$ cat config.mk
export PLATFORM = sky130hd
export DESIGN_NAME = btclk_multilink
export DESIGN_NICKNAME = d
export VERILOG_FILES = /design/src/rtl/btclk_multilink.sv
export SDC_FILE = /design/constraint.sdc
export NUM_CORES = 1
export LEC_CHECK = 0
export ABC_AREA = 1
export BUFFER_PORTS_ARGS = -buffer_cell sky130_fd_sc_hd__buf_2
export CAP_MARGIN = 20
export CORE_ASPECT_RATIO = 1.1
export CORE_UTILIZATION = 59
export CTS_BUF_LIST = sky130_fd_sc_hd__clkbuf_16
export CTS_CLUSTER_SIZE = 30
export DETAILED_ROUTE_END_ITERATION = 7
export HOLD_SLACK_MARGIN = 0.05
export PLACE_DENSITY = 0.89
export SLEW_MARGIN = 40
export SYNTH_ARGS = -nofsm -noshare
export SYNTH_HDL_FRONTEND = slang
export SYNTH_SLANG_ARGS = --single-unit
$ cat constraint.sdc
create_clock -name clk_6M -period 3.8 [get_ports clk_6M]
set_input_delay 0.19 -clock clk_6M [delete_from_list [all_inputs] [get_ports clk_6M]]
set_output_delay 0.19 -clock clk_6M [all_outputs]
set_load 0.01 [all_outputs]
$ cat src/rtl/btclk_multilink.sv
// btclk_multilink: one shared native Bluetooth clock with per-link offset clocks,
// slot-end strobes, correlator uncertainty windows and the PLL frequency-set strobe.
module btclk_multilink #(
  parameter int NCH  = 2,
  parameter int CLKW = 28,
  parameter int WINW = 9
) (
  input  logic                  clk_6M,
  input  logic                  rst,
  input  logic [CLKW-1:0]       native_offset,
  input  logic [9:0]            pllsetuptime,
  input  logic [NCH-1:0]        ch_en,
  input  logic [NCH-1:0]        ch_role,
  input  logic [NCH-1:0]        ch_off_wr,
  input  logic [CLKW-3:0]       ch_off_wdata,
  input  logic [NCH*WINW-1:0]   ch_winsize,
  output logic                  p_05us,
  output logic                  p_1us,
  output logic [10:0]           slot_hu,
  output logic                  half_tslot_p,
  output logic                  tslot_p,
  output logic [CLKW-1:0]       CLKN,
  output logic [NCH*CLKW-1:0]   ch_clk,
  output logic [NCH-1:0]        ch_tx_endp,
  output logic [NCH-1:0]        ch_rx_endp,
  output logic [NCH-1:0]        ch_win,
  output logic                  fkset_p
);

  logic [2:0]               cnt6_q, cnt6_d;
  logic [10:0]              slotHu_q, slotHu_d;
  logic [CLKW-1:0]          clkr_q, clkr_d;
  logic [NCH-1:0][CLKW-3:0] off_q, off_d, pend_q, pend_d;
  logic [NCH-1:0]           pendFlag_q, pendFlag_d, win_q, win_d;
  logic [NCH-1:0][CLKW-1:0] chClk;
  logic [NCH-1:0]           txSlot;
  logic [NCH-1:0][31:0]     winSize, openAt, closeAt;
  logic [31:0]              huExt, pll, fkFirst, fkSecond;

  assign huExt   = 32'(slotHu_q);
  assign slot_hu = slotHu_q;
  assign CLKN    = clkr_q + native_offset;
  assign ch_clk  = chClk;
  assign ch_win  = win_q;

  // Half-microsecond ticks, slot position and the CLKR half-slot counter
  always_comb begin
    p_05us       = (cnt6_q == 3'd2) || (cnt6_q == 3'd5);
    p_1us        = (cnt6_q == 3'd5);
    tslot_p      = p_05us && (slotHu_q == 11'd1249);
    half_tslot_p = p_05us && ((slotHu_q == 11'd624) || (slotHu_q == 11'd1249));
    cnt6_d       = (cnt6_q == 3'd5) ? 3'd0 : cnt6_q + 3'd1;
    slotHu_d     = slotHu_q;
    if (p_05us) begin
      slotHu_d = (slotHu_q == 11'd1249) ? 11'd0 : slotHu_q + 11'd1;
    end
    clkr_d = half_tslot_p ? clkr_q + CLKW'(1) : clkr_q;
  end

  // Per-link clock, slot-end strobes, window next state and slot-aligned offset update
  always_comb begin
    off_d      = off_q;
    pend_d     = pend_q;
    pendFlag_d = pendFlag_q;
    win_d      = win_q;
    chClk      = '0;
    txSlot     = '0;
    winSize    = '0;
    openAt     = '0;
    closeAt    = '0;
    ch_tx_endp = '0;
    ch_rx_endp = '0;
    for (int i = 0; i < NCH; i++) begin
      chClk[i]      = CLKN + {off_q[i], 2'b00};
      txSlot[i]     = chClk[i][1] ^ ch_role[i];
      ch_tx_endp[i] = ch_en[i] & tslot_p & txSlot[i];
      ch_rx_endp[i] = ch_en[i] & tslot_p & ~txSlot[i];
      winSize[i]    = 32'(ch_winsize[i*WINW +: WINW]);
      openAt[i]     = 32'd1250 - (winSize[i] << 1);
      closeAt[i]    = 32'd136 + (winSize[i] << 1);
      if (!ch_en[i]) begin
        win_d[i] = 1'b0;
      end else if (winSize[i] > 32'd312) begin
        win_d[i] = 1'b1;
      end else if (p_05us && (huExt == openAt[i]) && txSlot[i]) begin
        win_d[i] = 1'b1;
      end else if (p_05us && (huExt == closeAt[i]) && !txSlot[i]) begin
        win_d[i] = 1'b0;
      end
      if (tslot_p && pendFlag_q[i]) begin
        off_d[i]      = pend_q[i];
        pendFlag_d[i] = 1'b0;
      end
      if (ch_off_wr[i]) begin
        pend_d[i]     = ch_off_wdata;
        pendFlag_d[i] = 1'b1;
      end
    end
  end

  // Frequency-set strobe fires PLL setup time ahead of each half-slot boundary
  always_comb begin
    pll      = 32'(pllsetuptime);
    fkFirst  = 32'd2 * (32'd312 - pll);
    fkSecond = 32'd2 * (32'd624 - pll);
    fkset_p  = p_05us && (ch_en != '0) && (pll <= 32'd312) &&
               ((huExt == fkFirst) || (huExt == fkSecond));
  end

  // State registers with synchronous reset
  always_ff @(posedge clk_6M) begin
    if (rst) begin
      cnt6_q     <= '0;
      slotHu_q   <= '0;
      clkr_q     <= '0;
      off_q      <= '0;
      pend_q     <= '0;
      pendFlag_q <= '0;
      win_q      <= '0;
    end else begin
      cnt6_q     <= cnt6_d;
      slotHu_q   <= slotHu_d;
      clkr_q     <= clkr_d;
      off_q      <= off_d;
      pend_q     <= pend_d;
      pendFlag_q <= pendFlag_d;
      win_q      <= win_d;
    end
  end

endmodule

After elaboration in Yosys (flattened, before gate mapping)
Cells that the tools add are included.
- register bits after elaboration: 150
- bits of input ports: 90
- magnitude comparators: 3
- equal/unequal tests: 10
- add/subtract/negate cells: 12
- reduce and logical (&&, ||, !) cells: 28
- bitwise operators: 12
- multiplexer cells: 11
- operator list (cell ; count):
    11-bit by 32-bit == test with 1-bit output ; 4
    28-bit adder ; 3
    28-bit by 1-bit adder with 28-bit output, second input constant ; 1
    11-bit by 10-bit subtractor with 12-bit output, first input constant ; 2
    8-bit by 10-bit adder with 11-bit output, first input constant ; 2
    11-bit == test ; 2
    9-bit > comparator, second input constant ; 2
    1-bit logical AND ; 15
    11-bit by 1-bit adder with 11-bit output, second input constant ; 1
    11-bit by 10-bit == test with 1-bit output, second input constant ; 1
    11-bit == test, second input constant ; 1
    11-bit 2-to-1 mux ; 1
    10-bit by 10-bit subtractor with 11-bit output, first input constant ; 1
    9-bit by 10-bit subtractor with 11-bit output, first input constant ; 1
    10-bit by 9-bit <= comparator with 1-bit output, second input constant ; 1
    1-bit 2-to-1 mux ; 10
    1-bit bitwise AND ; 6
    2-bit nonzero test ; 3
    3-bit nonzero test ; 2
    2-bit OR reduction ; 3
    1-bit inverter ; 4
    3-bit by 1-bit adder with 3-bit output, second input constant ; 1
    3-bit by 2-bit == test with 1-bit output, second input constant ; 1
    3-bit == test, second input constant ; 1
    other kinds (3) ; 7

Depth between registers and ports, before layout
- depth after elaboration: 8
- depth in mapped cells: 24

Least setup slack after synthesis
OpenSTA, ideal clock, no wires.
- path type: register -> output
- from: register clkr_q[0]
- to: output port ch_clk[55]
- cell stages (with the launch flop): 20
- buffers on the path: 0
- slack: 0.277 ns
- arrival: 3.333 ns
- cells stage by stage: dfxtp_1 > ha_1 > inv_1 > fa_1 > o21ai_0 > a21boi_1 > o21bai_1 > nand2_1 > nand2_1 > xor2_1 > ha_1 > a21oi_1 > nor2_1 > nor2_1 > o21ai_0 > nand2_1 > nand2_1 > a21oi_1 > nand3_1 > nand2_1
- longest elaborated chain between the ends: 2
- RTL lines (item ; RTL line ; text):
    start: declaration ; 32 ; logic [CLKW-1:0] clkr_q, clkr_d;
    start signal: assignment ; 123 ; clkr_q <= clkr_d;
    28-bit adder ; 42 ; assign CLKN = clkr_q + native_offset;
    via CLKN[16] ; 22 ; output logic [CLKW-1:0] CLKN,
    28-bit adder ; 74 ; chClk[i] = CLKN + {off_q[i], 2'b00};
    end: declaration ; 23 ; output logic [NCH*CLKW-1:0] ch_clk,
The timed path passes the listed nets, and every way through them passes these cells.

Worst setup path after layout
- from: register clkr_q[0]
- to: output port ch_clk[24]
- longest elaborated chain between the ends: 2
- RTL lines (item ; RTL line):
    28-bit adder ; 42
    28-bit adder ; 74
Every way passes these cells.

==> results.py <==
metrics = {
    "outcome": {
        "outcome": "complete, but fails checks",
        "violations": "setup timing",
    },
    "placement": {
        "gp_congestion": 0.998,
        "placed_cell_area_mm2": 0.0139,
        "dp_hpwl_mm": 32.0,
        "port_buffers": 195,
    },
    "yosys": {
        "synthCells": 1893,
        "ys_types": 44,
        "synthesis.nets": 2081,
        "yosys-top-cells-count": "427 x nand2_1, 247 x nor2_1, 194 x inv_1",
        "synth_compound_area_share_pct": 17.9,
        "synth_area_leader_cell": "dfxtp_1",
        "yosys_warnings": 0,
        "yosysTopAreaCellShare_pct": 24.3,
        "synth.area.mux_share_pct": 0,
        "syn-cell-area_mm2": 0.0123,
        "syn_avg_cell_area_um2": 6.52,
        "synth_edf_count": 0,
        "netlist_top_cells_area": "dfxtp_1 24%, nand2_1 13%, ha_1 9.6%",
        "synth-seq-cells": 150,
        "synthAdderAreaFrac_pct": 10.1,
        "synth-seq-area-share_pct": 24.3,
        "synth_xor_xnor_area_share_pct": 8.80,
        "yosysMostFrequentCell": "nand2_1",
        "synth_flop_cell": "dfxtp_1",
        "async_flop_share_pct": 0,
        "synth_top_family_by_area": "simple AND/OR/NAND/NOR gates",
        "synth-simple-area-share_pct": 30.3,
    },
    "flow_run": {
        "max-cap-violations": 0,
    },
    "sta": {
        "relSlewSlack_pct": 45.6,
        "setup_viol": 19,
        "rsz0062_at_grt": "yes",
        "finalCritPeriodShare_pct": 104,
        "skew_ns": 0.0211,
        "finalSetupTns_ns": -1.71,
        "hold_viol_final": 0,
        "slew_violations": 0,
        "fmax_mhz": 252,
        "fin_crit_ns": 3.96,
        "setup_slack_ns": -0.164,
        "worst_pin_slew_ns": 0.816,
    },
    "setup_path": {
        "cpMaxStageDelayCell": "fa_2",
        "rr_startpoint": "cnt6_q[1]",
        "worstSetupPathDepth": 22,
        "cp.arrival_ns": 3.77,
        "path_delay_family": "simple AND/OR/NAND/NOR gates",
        "crit_buf_inv": 4,
        "r2r_cells": 12,
        "slowest_delay_ns": 0.41,
        "regToRegEndpoint": "off_q[39]",
        "criticalPathCategory": "flip-flop to output pin",
        "cp-end-kind": "output pin",
        "cp-start-kind": "flip-flop",
        "crit_top_cell": "nand2_1",
        "worstSetupStartpoint": "clkr_q[0]",
        "cp_max_fo": 4,
        "crit_end": "ch_clk[24]",
        "required_ns": 3.61,
        "setup.reg_to_reg.worst_slack_ns": 0.83,
        "cp_cell_sequence": "ha_4, inv_4, fa_2, o21ai_2, a21boi_2, o21bai_1, xor2_1, buf_4, ha_4, nand2_1, inv_1, a21oi_1, nand2_1, nand2_1, nand2_2, nand2_2, nand2_2, nand2_1, nand2_1, nand2_1, nand2_1, buf_2",
    },
    "detailed_routing": {
        "detail-route-antenna-nets": 0,
        "drt_iter0_drc": 1483,
        "drtPass1Iterations": 6,
        "wirelength_mm": 47.1,
        "drc": 0,
        "via_count": 14900,
        "routed_via_density": 6.08,
        "wl_per_cell_um": 19.2,
    },
    "min_path": {
        "hp-class": "input port to flip-flop",
        "hold_path_depth": 3,
    },
    "die": {
        "io-pin-count": 196,
        "die-width_um": 140,
        "design.core.area_mm2": 0.0206,
        "fp-row-count": 55,
        "start_util_pct": 60.0,
        "die_y_um": 154,
        "die_area_mm2": 0.0215,
    },
    "layout": {
        "antenna_cells": 0,
        "nets": 2365,
        "drive_gt1_share_pct": 28.4,
        "finalInstanceArea_mm2": 0.0165,
        "syn2layout_area_growth_pct": 34.0,
        "fillers": 1383,
    },
    "cts": {
        "tritoncts": "done",
        "clock-sinks": 150,
        "numCtsBuffers": 17,
        "cts_root_buf": "clkbuf_16",
        "clk_pin_slew_ns": 0.07,
        "h-tree-depth": 4,
        "cts_buffer_depth": 2,
        "clkLatencyLatePin_ns": 0.45,
    },
    "global_routing": {
        "grt_pass1_vias": 14000,
        "antenna_found_initial": 0,
        "grt_max_degree": 63,
        "grt_usage_pct": 40.9,
        "grt_overflow_total": 0,
        "grt_pass1_wl_mm": 69.7,
    },
    "power": {
        "p_leak_nw": 7.90,
        "powerDensity_mw_per_mm2": 257,
        "power.total_mw": 4.25,
        "ir_worst_vdd_mv": 0.283,
    },
}
metal layers:
layer  share of wire [%]  track usage, %  routed length, um
met5                   0               0                  0
met4                 6.4            25.3               2990
met3                 8.2            6.10               3860
met2                  47            70.1              22300
met1                  38            47.9              17900
placed cells by master, fill, tap and decap left out, types with 9 or more instances in the layout:
cell | netlist | routed
a211oi_2 | 26 | 29
a21o_1 | 17 | 16
a21oi_1 | 157 | 119
a21oi_2 | 0 | 30
buf_2 | 10 | 195
buf_4 | 13 | 93
clkbuf_16 | 0 | 17
dfxtp_1 | 150 | 142
dlygate4sd3_1 | 0 | 26
ha_1 | 95 | 43
ha_2 | 0 | 11
ha_4 | 0 | 41
inv_1 | 194 | 187
inv_2 | 6 | 12
nand2_1 | 427 | 377
nand2_2 | 3 | 45
nand2_4 | 1 | 9
nand3_1 | 104 | 88
nand3_2 | 0 | 15
nand4_1 | 40 | 40
nor2_1 | 247 | 218
nor2_2 | 1 | 20
nor2_4 | 2 | 12
nor3_1 | 41 | 34
o21ai_0 | 120 | 103
o21ai_1 | 8 | 18
o21bai_1 | 12 | 10
xnor2_1 | 41 | 34
xor2_1 | 83 | 74
metrics by stage:
step	worst slack, ns	util (%)	hold slack, ns	instances
finish	-0.164	80.4	0.0664	2446
global route	-0.379	80.4	0.0611	2446
CTS	-0.0449	75.5	0.0516	2430
detailed placement	-0.140	67.6	0.433	2363
global placement	-0.0992	67.5	0.426	2363
floorplan	0.277	-	0.315	1893
worst min-delay path by stage:
| stage | start | to | slack, ns |
|---|---|---|---|
| after global routing | ch_en[0] | ch_win[0] | 0.06 |
| after global placement | ch_off_wdata[18] | pend_q[44] | 0.43 |
| after CTS | ch_off_wdata[23] | pend_q[49] | 0.05 |
| after floorplan | ch_en[0] | ch_win[0] | 0.32 |
| after detailed placement | ch_off_wdata[18] | pend_q[44] | 0.43 |
| final | ch_off_wdata[23] | pend_q[49] | 0.07 |
cell families after synthesis:
kind of cell / Yosys count
DFF: 150
buffers and inverters: 257
AOI/OAI and AO/OA: 375
and+or+nand+nor: 889
xor gates and xnor gates: 124
adders and majority gates: 98
sequential cells by signal (all words and copies together) (netlist names):
register	count
off_q	52
pend_q	52
clkr_q	28
slot_hu	11
cnt6_q	3
ch_win	2
pendFlag_q	2
worst register-to-register path, stage by stage (launching register included):
cell and delay [ns]:
dfxtp_1 0.36, inv_1 0.06, ha_1 0.17, nand2_1 0.10
nand2_1 0.35, inv_1 0.32, nor2_1 0.09, nand2_2 0.22
inv_2 0.12, nand2_4 0.41, buf_4 0.37, nor2_1 0.11
a211oi_2 0.22
timing repair:
action,CTS,global route
pin swaps,26,53
hold endpoints to repair,39,0
endpoints found under the setup margin,38,35
hold buffers,26,0
resized for setup,134,196
buffers inserted,10,15
area by class of cell:
type	instances	area (um^2)	area share, %
Timing Repair Buffer	319	2010	12.1
Clock buffer	17	425	2.57
Multi-Input combinational cell	1486	9830	59.4
Tap cell	256	320	1.94
Sequential cell	150	3010	18.2
Inverter	203	768	4.64
Clock inverter	15	180	1.09
power by group:
part | switching (mW) | internal, mW | leakage [nW] | total, mW
Clock | 0.876 | 0.892 | 0.292 | 1.77
Combinational | 0.514 | 0.319 | 6.38 | 0.833
Sequential | 0.0303 | 1.62 | 1.23 | 1.65
Power figures use the tool's default switching activity.
